**config.mk**
```make
export PLATFORM = sky130hd
export DESIGN_NAME = xillybus_mem_bank
export DESIGN_NICKNAME = d
export VERILOG_FILES = /design/src/rtl/xillybus_mem_bank_pkg.sv /design/src/rtl/xillybus_mem_bank_ram.sv /design/src/rtl/xillybus_mem_bank.sv
export SDC_FILE = /design/constraint.sdc
export NUM_CORES = 1
export LEC_CHECK = 0
export CELL_PAD_IN_SITES_DETAIL_PLACEMENT = 2
export CELL_PAD_IN_SITES_GLOBAL_PLACEMENT = 2
export CORE_MARGIN = 1
export CORE_UTILIZATION = 47
export DETAILED_ROUTE_END_ITERATION = 10
export GPL_TIMING_DRIVEN = 0
export PLACE_DENSITY_LB_ADDON = 0.12
export SLEW_MARGIN = 25
export SYNTH_ARGS = -nofsm -noshare
export SYNTH_HDL_FRONTEND = slang
export SYNTH_SLANG_ARGS = --single-unit
```
**constraint.sdc**
```tcl
create_clock -name bus_clk -period 3.3 [get_ports bus_clk]
set_input_delay 0.66 -clock bus_clk [delete_from_list [all_inputs] [get_ports bus_clk]]
set_output_delay 0.66 -clock bus_clk [all_outputs]
set_load 0.02 [all_outputs]
```
**src/rtl/xillybus_mem_bank_pkg.sv**
```systemverilog
// Shared definitions for the seekable Xillybus memory bank: end-of-memory modes
// and the clear/ready controller states.
package xillybus_mem_bank_pkg;

    localparam logic MEM_WRAP = 1'b1;
    localparam logic MEM_STOP = 1'b0;

    typedef enum logic {
        ST_CLEAR = 1'b0,
        ST_READY = 1'b1
    } mem_state_e;

endpackage

```
**src/rtl/xillybus_mem_bank_ram.sv**
```systemverilog
// Simple dual-port RAM: one write port and one registered read port, with no
// read-during-write bypass so that it maps onto plain block RAM.
module xillybus_mem_bank_ram #(
    parameter int DATA_W = 32,
    parameter int ADDR_W = 5
) (
    input  logic              clk,
    input  logic              we,
    input  logic [ADDR_W-1:0] waddr,
    input  logic [DATA_W-1:0] wdata,
    input  logic              re,
    input  logic [ADDR_W-1:0] raddr,
    output logic [DATA_W-1:0] rdata
);

    localparam int DEPTH = 32'd1 << ADDR_W;

    logic [DATA_W-1:0] mem_r [DEPTH];
    logic [DATA_W-1:0] rdata_r;

    // write port
    always_ff @(posedge clk) begin
        if (we) begin
            mem_r[waddr] <= wdata;
        end
    end

    // registered read port, holds its value between reads
    always_ff @(posedge clk) begin
        if (re) begin
            rdata_r <= mem_r[raddr];
        end
    end

    assign rdata = rdata_r;

endmodule

```
**src/rtl/xillybus_mem_bank.sv**
```systemverilog
// Seekable memory endpoint for a Xillybus user_mem_* channel pair with separate
// auto-incrementing pointers, read-during-write bypass and sticky error flags.
module xillybus_mem_bank
    import xillybus_mem_bank_pkg::*;
#(
    parameter int   DATA_W    = 32,
    parameter int   ADDR_W    = 5,
    parameter logic WRAP      = 1'b1,
    parameter logic INIT_ZERO = 1'b1
) (
    input  logic              bus_clk,
    input  logic              trn_reset_n,
    input  logic              user_r_mem_rden,
    output logic [DATA_W-1:0] user_r_mem_data,
    output logic              user_r_mem_empty,
    output logic              user_r_mem_eof,
    input  logic              user_r_mem_open,
    input  logic              user_w_mem_wren,
    input  logic [DATA_W-1:0] user_w_mem_data,
    output logic              user_w_mem_full,
    input  logic              user_w_mem_open,
    input  logic [ADDR_W-1:0] user_mem_addr,
    input  logic              user_mem_addr_update,
    output logic              err_overflow,
    output logic              err_underflow
);

    localparam logic [ADDR_W-1:0] ADDR_ONE = ADDR_W'(1'b1);
    localparam logic [ADDR_W-1:0] ADDR_MAX = {ADDR_W{1'b1}};
    localparam logic [ADDR_W:0]   PTR_ONE  = {{ADDR_W{1'b0}}, 1'b1};

    mem_state_e        state_r, state_nxt_s;
    logic [ADDR_W-1:0] clr_cnt_r;
    logic [ADDR_W:0]   rd_ptr_r, wr_ptr_r, rd_ptr_nxt_s, wr_ptr_nxt_s;
    logic              r_open_d_r, w_open_d_r, open_rise_s;
    logic              ready_s, clearing_s, rd_ok_s, wr_ok_s;
    logic              empty_r, full_r, eof_r, err_ovf_r, err_udf_r;
    logic              byp_sel_r;
    logic [DATA_W-1:0] byp_data_r, ram_q_s;
    logic              ram_we_s;
    logic [ADDR_W-1:0] ram_waddr_s;
    logic [DATA_W-1:0] ram_wdata_s;

    // In wrap mode the end flag never sets; in stop mode it marks one-past-last.
    function automatic logic [ADDR_W:0] ptr_inc(input logic [ADDR_W:0] p);
        if (WRAP == MEM_WRAP) begin
            ptr_inc = {1'b0, p[ADDR_W-1:0] + ADDR_ONE};
        end else begin
            ptr_inc = p + PTR_ONE;
        end
    endfunction

    assign ready_s     = (state_r == ST_READY);
    assign clearing_s  = (state_r == ST_CLEAR);
    assign rd_ok_s     = ready_s & user_r_mem_rden & ~empty_r;
    assign wr_ok_s     = ready_s & user_w_mem_wren & ~full_r;
    assign open_rise_s = (user_r_mem_open & ~r_open_d_r) | (user_w_mem_open & ~w_open_d_r);

    // controller state register
    always_ff @(posedge bus_clk) begin
        if (!trn_reset_n) begin
            state_r <= (INIT_ZERO == 1'b1) ? ST_CLEAR : ST_READY;
        end else begin
            state_r <= state_nxt_s;
        end
    end

    // controller next state: sweep every address once, then stay ready
    always_comb begin
        state_nxt_s = state_r;
        case (state_r)
            ST_CLEAR: begin
                if (clr_cnt_r == ADDR_MAX) begin
                    state_nxt_s = ST_READY;
                end else begin
                    state_nxt_s = ST_CLEAR;
                end
            end
            ST_READY: state_nxt_s = ST_READY;
            default:  state_nxt_s = ST_CLEAR;
        endcase
    end

    // next pointers: accesses use the old pointers, seek beats open edge
    always_comb begin
        rd_ptr_nxt_s = rd_ptr_r;
        wr_ptr_nxt_s = wr_ptr_r;
        if (user_mem_addr_update) begin
            rd_ptr_nxt_s = {1'b0, user_mem_addr};
            wr_ptr_nxt_s = {1'b0, user_mem_addr};
        end else if (open_rise_s) begin
            rd_ptr_nxt_s = '0;
            wr_ptr_nxt_s = '0;
        end else begin
            rd_ptr_nxt_s = rd_ok_s ? ptr_inc(rd_ptr_r) : rd_ptr_r;
            wr_ptr_nxt_s = wr_ok_s ? ptr_inc(wr_ptr_r) : wr_ptr_r;
        end
    end

    // RAM write port shared between the zero sweep and user writes
    always_comb begin
        ram_we_s    = 1'b0;
        ram_waddr_s = wr_ptr_r[ADDR_W-1:0];
        ram_wdata_s = user_w_mem_data;
        if (clearing_s) begin
            ram_we_s    = 1'b1;
            ram_waddr_s = clr_cnt_r;
            ram_wdata_s = '0;
        end else begin
            ram_we_s    = wr_ok_s;
            ram_waddr_s = wr_ptr_r[ADDR_W-1:0];
            ram_wdata_s = user_w_mem_data;
        end
    end

    // pointers, open-edge history, flags, bypass capture and sticky errors
    always_ff @(posedge bus_clk) begin
        if (!trn_reset_n) begin
            rd_ptr_r   <= '0;
            wr_ptr_r   <= '0;
            r_open_d_r <= 1'b0;
            w_open_d_r <= 1'b0;
            clr_cnt_r  <= '0;
            empty_r    <= INIT_ZERO;
            full_r     <= INIT_ZERO;
            eof_r      <= 1'b0;
            err_ovf_r  <= 1'b0;
            err_udf_r  <= 1'b0;
            byp_sel_r  <= 1'b1;
            byp_data_r <= '0;
        end else begin
            rd_ptr_r   <= rd_ptr_nxt_s;
            wr_ptr_r   <= wr_ptr_nxt_s;
            r_open_d_r <= user_r_mem_open;
            w_open_d_r <= user_w_mem_open;
            if (clearing_s) begin
                clr_cnt_r <= clr_cnt_r + ADDR_ONE;
            end
            if (state_nxt_s == ST_CLEAR) begin
                empty_r <= 1'b1;
                full_r  <= 1'b1;
                eof_r   <= 1'b0;
            end else if (WRAP == MEM_WRAP) begin
                empty_r <= 1'b0;
                full_r  <= 1'b0;
                eof_r   <= 1'b0;
            end else begin
                empty_r <= rd_ptr_nxt_s[ADDR_W];
                full_r  <= wr_ptr_nxt_s[ADDR_W];
                eof_r   <= rd_ptr_nxt_s[ADDR_W];
            end
            err_ovf_r <= err_ovf_r | (user_w_mem_wren & full_r);
            err_udf_r <= err_udf_r | (user_r_mem_rden & empty_r);
            // byp_sel_r only moves on a read so the output holds between reads
            if (rd_ok_s) begin
                byp_sel_r  <= wr_ok_s & (rd_ptr_r == wr_ptr_r);
                byp_data_r <= user_w_mem_data;
            end
        end
    end

    xillybus_mem_bank_ram #(
        .DATA_W (DATA_W),
        .ADDR_W (ADDR_W)
    ) u_ram (
        .clk   (bus_clk),
        .we    (ram_we_s),
        .waddr (ram_waddr_s),
        .wdata (ram_wdata_s),
        .re    (rd_ok_s),
        .raddr (rd_ptr_r[ADDR_W-1:0]),
        .rdata (ram_q_s)
    );

    assign user_r_mem_data  = byp_sel_r ? byp_data_r : ram_q_s;
    assign user_r_mem_empty = empty_r;
    assign user_r_mem_eof   = eof_r;
    assign user_w_mem_full  = full_r;
    assign err_overflow     = err_ovf_r;
    assign err_underflow    = err_udf_r;

endmodule

```
Word level (Yosys, flattened, before mapping)
Memories as Yosys holds them, arrays and structs flattened. A register that Yosys moved wholly into a read port is not among the register bits.
Cells that the tools add are included.
Word-level totals
  register bits after elaboration: 54
  RAM bits: 1024
  input bits: 44
  logic and storage cells: 50
  memories kept: 1
Memories
  u_ram.mem_r: words 32, width 32, read ports 1, clocked after Yosys merged registers in 1, write ports 1, RTL line xillybus_mem_bank_ram.sv:18  | logic [DATA_W-1:0] mem_r [DEPTH];
Operators by class
  add/sub/neg operators: 3
  equal/unequal tests: 2
  multiplexer cells: 15
  bitwise logic cells: 16
  reductions and logical operators: 2
Operators with widths (count)
  32-bit 2-to-1 mux: 2
  5-bit 2-to-1 mux: 7
  5-bit by 1-bit adder with 5-bit output, second input constant: 3
  1-bit AND: 9
  3-bit nonzero test: 2
  5-bit == test: 1
  5-bit == test, second input constant: 1
  1-bit 2-to-1 mux: 5
  1-bit inverter: 4
  1-bit bitwise OR: 3
  1-bit one-hot mux with 2 select lines: 1

Depth between registers and ports, before layout
Gate-level depths: netlist (run 1).
  word-level depth: 5
  mapped depth: 9

Hierarchy
Synthesis (run 1) repeated with hierarchy kept, for this count alone.
Unflattened totals
  cell total of the unflattened synthesis: 2598
  area, all modules: 43785.7 um^2
Modules (own cells, without submodules)
  xillybus_mem_bank_ram: times used 1, cells each 2260, area each 40805.4 um^2, seq. area each 31710.4 um^2
  xillybus_mem_bank: times used 1, cells each 338, area each 2980.4 um^2, seq. area each 1081.0 um^2

Worst setup path after synthesis (run 1)
OpenSTA, ideal clock, no wires.
  path type: reg-to-reg
  start: register state_r (netlist: ready_s)
  end: memory u_ram.mem_r[10][0], enable pin
  library setup time: 0.421 ns
  arrival: 2.506 ns
  setup slack: 0.372 ns
  stages on the path, launching flop included: 6
  path buffers: 2
  period minus slack after synthesis: 2.928 ns
  path through: dfxtp_1 > buf_2 > buf_1 > o32ai_1 > nand2_1 > nor2_1
Between the ends
  word-level cells in the longest chain between the ends: 5
  elaborated cells between the ends (all ways): 6
  those cells by class: 4 x mux; 2 x bitwise
Ends and longest elaborated chain
  start, declared: RTL line xillybus_mem_bank.sv:32  | mem_state_e state_r, state_nxt_s;
  start signal, assigned: RTL line xillybus_mem_bank.sv:62  | state_r <= (INIT_ZERO == 1'b1) ? ST_CLEAR : ST_READY;
  start signal, assigned: RTL line xillybus_mem_bank.sv:64  | state_r <= state_nxt_s;
  1-bit AND (2 in a row): RTL line xillybus_mem_bank.sv:56  | assign wr_ok_s = ready_s & user_w_mem_wren & ~full_r;
  1-bit 2-to-1 mux: RTL line xillybus_mem_bank.sv:105  | if (clearing_s) begin
  1-bit 2-to-1 mux: RTL line xillybus_mem_bank_ram.sv:23  | if (we) begin
  1-bit 2-to-1 mux (not written as such): RTL line xillybus_mem_bank_ram.sv:24  | mem_r[waddr] <= wdata;
  end, declared: RTL line xillybus_mem_bank_ram.sv:18
Several ways; a longest one is shown, not always the timed one.

Worst setup path in the final report (run 1)
  start: register state_r (netlist: ready_s)
  end: memory u_ram.mem_r[1][11], data pin
Between the ends
  word-level cells in the longest chain between the ends: 1
Ends and longest elaborated chain
  32-bit 2-to-1 mux: RTL line xillybus_mem_bank.sv:105
  net ram_wdata_s[11]: RTL line xillybus_mem_bank.sv:42  | logic [DATA_W-1:0] ram_wdata_s;
The timed path passes the listed nets, and every way through them passes these cells.

==> results.json, run 1 <==
{
  "cp_slowest_cell": "and2_2",
  "total_power_uw": 30400,
  "cts_setup_buffers": 0,
  "synth_edf_count": 1056,
  "power_frac_clock_pct": 43.4,
  "die_width_um": 307,
  "drtIter0Drc": 2398,
  "drv_cap": 0,
  "cts_sinks": 1110,
  "crit_arrival_ns": 3.66,
  "post-route-drc-count": 0,
  "antenna_found_initial": 5,
  "ios": 81,
  "p_leak_uw": 0.0178,
  "core_um2": 91900,
  "wl_per_cell_um": 35.1,
  "crit_type": "reg -> reg",
  "synth_area_leaders": "edfxtp_1 (72%), mux2i_1 (12%), dfxtp_1 (2.5%)",
  "path_clk_slew_ns": 0.06,
  "tritoncts": "yes",
  "grt-ovfl-total": 0,
  "clock_skew_ns": 0.0212,
  "ys_seq_area_share_pct": 74.8,
  "io_buffers": 78,
  "instances_no_fill": 4196,
  "die_h_um": 307,
  "rsz0062_at_grt": "yes",
  "synth_nets": 2664,
  "min_period_ns": 3.27,
  "worstSetupEndpointType": "flip-flop",
  "switchingPower_uw": 6940,
  "worst-path-buf-inv": 3,
  "final-setup-viol-count": 0,
  "final_util_pct": 55.7,
  "ys_types": 46,
  "grt_max_degree": 42,
  "num_vias": 25419,
  "finalSetupTns_ns": 0,
  "drive_above_1_share_pct": 14.3,
  "status": "complete, no violations",
  "postRouteAntennaNets": 0,
  "start_util_pct": 47.7,
  "seq_power_share_pct": 50.9,
  "cp_max_fo": 32,
  "timing.hold.ws_ns": 0.470,
  "grt_pass1_vias": 28014,
  "syn_to_final_growth_pct": 16.9,
  "synth_ff_type": "edfxtp_1",
  "cts_resized": 15,
  "dieArea_um2": 94500,
  "crit_family": "buffers and inverters",
  "hold_viol_final": 0,
  "syn_area_um2": 43800,
  "ys_ff_latch": 1110,
  "numCtsBuffers": 116,
  "vias_per_cell": 6.06,
  "h-tree-depth": 3,
  "ctsHoldBuffers": 0,
  "dp.cells": 3978,
  "maxSlewHeadroom_pct": 29.1,
  "final_nets": 2900,
  "syn_area_per_cell_um2": 16.7,
  "diodes": 0,
  "clock.fmax_ghz": 0.306,
  "maxSlewViolCount": 0,
  "grt_pass1_wl_mm": 208,
  "intPower_uw": 23400,
  "ys.warnings.count": 0,
  "cts_root_buffer": "clkbuf_16",
  "fin_crit_sh_pct": 99.1,
  "worst_slew_pin_slew_ns": 1.06,
  "cpPeakStageDelay_ns": 0.83,
  "pwr-share-comb_pct": 5.7,
  "cp_cell_sequence": "buf_2 -> buf_1 -> clkbuf_1 -> and2_2",
  "async_flop_share_pct": 0,
  "place_congestion": 0.844,
  "synth_top_area_share_pct": 72.4,
  "synthCells": 2616,
  "totalWireLength_mm": 147,
  "required_ns": 3.69,
  "p_per_area_nw_per_um2": 593,
  "fillers": 7945,
  "track_usage_pct": 31.2,
  "clock_latency_ns": 0.71,
  "yosys.area.top_type": "edfxtp_1",
  "drt_pre_antenna_iters": 5,
  "dp_hpwl_mm": 95.0,
  "ir_drop_uv": 445,
  "clockBufferDepth": 3,
  "start_kind": "flip-flop",
  "row_count": 111,
  "swShare_pct": 22.9,
  "min_path_type": "reg -> reg"
}
==> placed cells by master (no fill, tap or decap), drive strengths merged, types with 8 or more instances in the layout <==
cell | netlist | layout
a31oi | 35 | 35
a21oi | 111 | 111
edfxtp | 1056 | 1056
nor2 | 44 | 44
a21boi | 32 | 32
clkdlybuf4s50 | 0 | 78
nand2 | 178 | 178
mux2i | 515 | 515
inv | 7 | 9
nand3 | 102 | 102
clkbuf | 45 | 206
a22o | 64 | 64
clkinv | 0 | 45
dfxtp | 54 | 54
bufinv | 0 | 9
mux2 | 33 | 33
a22oi | 98 | 98
and2 | 38 | 38
buf | 113 | 154
nor3 | 34 | 34
nor2b | 8 | 8
==> cells by family (layout without fill, tap and decap cells) <==
kind of cell / after synthesis / in the layout / share of synthesized area (%)
compound gates: 359 / 359 / 5.61
xor+xnor: 7 / 7 / 0.140
fa+ha+maj: 4 / 4 / 0.114
buf+inv: 165 / 502 / 2.29
flops: 1110 / 1110 / 74.8
mux: 548 / 548 / 12.6
other cells: 1 / 1 / 0.00856
simple gates: 422 / 422 / 4.39
==> final timing paths <==
check / from / end / cells past startpoint / slack [ns]
setup reg to reg: ready_s / u_ram.mem_r[1][11] / 4 / 0.03
hold reg to reg: byp_data_r[7] / byp_data_r[7] / 2 / 0.47
hold / removal: byp_data_r[7] / byp_data_r[7] / 2 / 0.47
setup / recovery: ready_s / u_ram.mem_r[1][11] / 4 / 0.03
==> synth_stat cells (8+ instances only) <==
master    number
nand3_1      102
a21oi_1      111
nor2_1        44
buf_2         57
mux2i_1      515
nor3_1        34
mux2_2        33
a22oi_1       98
buf_8          8
dfxtp_1       54
buf_6         14
edfxtp_1    1056
a31oi_1       35
buf_4         31
nand2_1      178
clkbuf_1      45
a22o_1        64
and2_1        38
a21boi_0      32
==> power groups by stage <==
stage | clock network [µW] | logic (µW) | registers [µW]
after floorplan | 0 | 909 | 15700
after global placement | 0 | 1550 | 15700
after detailed placement | 0 | 1700 | 15700
after CTS | 13300 | 1730 | 15400
after global routing | 13700 | 1790 | 15400
final | 13200 | 1740 | 15400
==> flip-flops by register name, indices dropped and copies added, names as in the netlist <==
signal / count
wr_ptr_r: 5
u_ram.mem_r: 1024
w_open_d_r: 1
rd_ptr_r: 5
err_underflow: 1
clr_cnt_r: 5
ready_s: 1
user_w_mem_full: 1
err_overflow: 1
u_ram.rdata: 32
byp_sel_r: 1
byp_data_r: 32
r_open_d_r: 1
==> worst register-to-register path: cells and delay by family (launching register included) <==
family | cells | cell delay (ns)
buffers and inverters | 3 | 1.67
and+or+nand+nor | 1 | 0.85
DFF | 1 | 0.40
==> per-stage QoR <==
step / instance area (µm²) / setup slack [ns]
floorplan: 43800 / 0.372
global placement: 46200 / -2.40
detailed placement: 47500 / -0.252
CTS: 51200 / -0.0422
global route: 51200 / -0.0174
finish: 51200 / 0.0306
==> per-layer routing <==
layer / vias to the layer above / track usage, % / wire length [µm]
met1: 13604 / 40.4 / 60000
li1: 10677 / - / -
met3: 216 / 4.45 / 8290
met2: 922 / 54.9 / 75200
met5: - / 0 / 0
met4: 0 / 8.27 / 3670
==> final cells by class <==
| cell class | instances | area [µm²] | area share (%) |
|---|---|---|---|
| Buffer | 157 | 983 | 1.92 |
| Clock buffer | 162 | 3210 | 6.27 |
| Clock inverter | 57 | 522 | 1.02 |
| Inverter | 7 | 26.3 | 0.0513 |
| Multi-Input combinational cell | 1341 | 10300 | 20.2 |
| Sequential cell | 1110 | 32800 | 64.0 |
| Tap cell | 1243 | 1560 | 3.04 |
| Timing Repair Buffer | 119 | 1780 | 3.47 |
No activity file was read; power rests on OpenSTA's default activity.
==> inputs of run 2 (changes only) <==
- CORE_MARGIN: 1 -> not set
- GPL_ROUTABILITY_DRIVEN: not set -> 0
==> results of run 2 <==
Same layout as run 1: the final DEF is identical, and so are final timing and power.
==> inputs of run 3 (changes only) <==
- CORE_UTILIZATION: 47 -> 43
==> results.json, run 3 (synthesized netlist as in run 1, its figures left out) <==
{
  "final_nets": 2901,
  "core_um2": 101000,
  "wl_per_cell_um": 32.3,
  "grt_max_degree": 42,
  "grt_pass1_vias": 27700,
  "clock_skew_ns": 0.0249,
  "clock_latency_ns": 0.71,
  "final-setup-viol-count": 0,
  "cp_max_fo": 10,
  "post-place-ws_ns": -0.0914,
  "worst_slew_pin_slew_ns": 1.07,
  "largest_reg_flops": 1024,
  "grt-ovfl-total": 0,
  "rsz0062_at_grt": "yes",
  "grt_pass1_wl_mm": 198,
  "top_register": "u_ram.mem_r",
  "hold_viol_final": 0,
  "crit_type": "reg -> out",
  "cpPeakStageDelay_ns": 0.63,
  "mostFrequentLayoutCell": "edfxtp_1",
  "vias_per_cell": 5.74,
  "die_width_um": 321,
  "track_usage_pct": 27.1,
  "drv_cap": 0,
  "cts_setup_buffers": 0,
  "drtIter0Drc": 1886,
  "fin_crit_sh_pct": 99.4,
  "die_h_um": 321,
  "maxSlewViolCount": 0,
  "final_cell_mix": "edfxtp_1 (1056), mux2i_1 (515), nand2_1 (178)",
  "min_path_type": "in -> reg",
  "worstHoldStart": "user_mem_addr_update",
  "clockBufferDepth": 3,
  "status": "complete, no violations",
  "numCtsBuffers": 118,
  "row_count": 116,
  "clock.fmax_ghz": 0.305,
  "cp_slowest_cell": "clkdlybuf4s50_1",
  "post-route-drc-count": 0,
  "postRouteAntennaNets": 0,
  "dp_hpwl_mm": 91.0,
  "cts_root_buffer": "clkbuf_16",
  "io_buffers": 78,
  "drive_above_1_share_pct": 14.9,
  "setup_slack_ns": 0.0202,
  "min_period_ns": 3.28,
  "crit_family": "buffers and inverters",
  "cp_cell_sequence": "clkbuf_4 -> mux2_2 -> clkdlybuf4s50_1",
  "start_kind": "flip-flop",
  "total_power_uw": 30800,
  "worstSetupEndpointType": "primary output",
  "required_ns": 2.64,
  "totalWireLength_mm": 139,
  "drt_pre_antenna_iters": 6,
  "startpoint": "byp_sel_r",
  "cts_sinks": 1110,
  "num_vias": 24779,
  "ios": 81,
  "h-tree-depth": 3,
  "syn_to_final_growth_pct": 17.4,
  "ir_drop_uv": 583,
  "path_clk_slew_ns": 0.06,
  "start_util_pct": 43.6,
  "antenna_found_initial": 8,
  "maxSlewHeadroom_pct": 28.9,
  "worst-path-buf-inv": 2,
  "r2r_start": "ready_s",
  "dieArea_um2": 103000,
  "crit_arrival_ns": 2.62,
  "p_per_area_nw_per_um2": 598,
  "tritoncts": "yes",
  "p_leak_uw": 0.0179
}
==> run 3: worst register-to-register path, stage by stage, from the launching register on <==
cell and delay, ns:
dfxtp_1 0.37, buf_2 0.24, buf_1 0.54, clkbuf_1 0.73, and2_2 0.80
==> run 3: final cells by class <==
type	instances	area, µm²
inverter	7	26.3
sequential	1110	32800
multi-input combinational	1341	10300
timing repair buffer	118	1650
clock buffer	147	3220
antenna	2	5.00
buffer	157	986
clock inverter	76	723
fill	8990	49100
tap	1357	1700
==> run 3: report_power, final <==
group	total, µW	internal, µW	switching [µW]
sequential	15400	15400	54.2
clock	13600	7900	5710
combinational	1700	565	1140
==> run 3: path summary, 6_finish.rpt <==
kind                            cells past startpoint  slack (ns)                 end
worst min register to register                      2        0.47       byp_data_r[2]
worst max-delay path                                3        0.02  user_r_mem_data[8]
worst min-delay path                                3        0.39         wr_ptr_r[1]
worst max register to register                      4        0.26   u_ram.mem_r[7][7]
==> run 3: repair_timing <==
| item | CTS | global route |
|---|---|---|
| endpoints found under the setup margin | 165 | 2 |
| hold buffers | 0 | 0 |
| endpoints found under the hold margin | 0 | 0 |
| gates resized for setup | 12 | 0 |
==> run 3: metal layers <==
layer / vias up / share of wire (%) / global-route usage, %
li1: 10684 / - / -
met1: 13259 / 43 / 35.6
met2: 660 / 51 / 47.6
met3: 176 / 4.5 / 3.60
met4: 0 / 2.1 / 6.61
met5: - / 0 / 0
==> run 3: per-stage QoR <==
step	cells	cell area (µm²)	TNS (ns)	hold slack, ns	utilization [%]
floorplan	2616	43800	0	0.440	-
global placement	4051	46300	-1961.11	0.446	46.0
detailed placement	4091	47500	-6.73	0.468	47.2
CTS	4313	51400	0	0.348	51.1
global route	4313	51400	-0.00569	0.397	51.1
finish	4315	51400	0	0.390	51.1
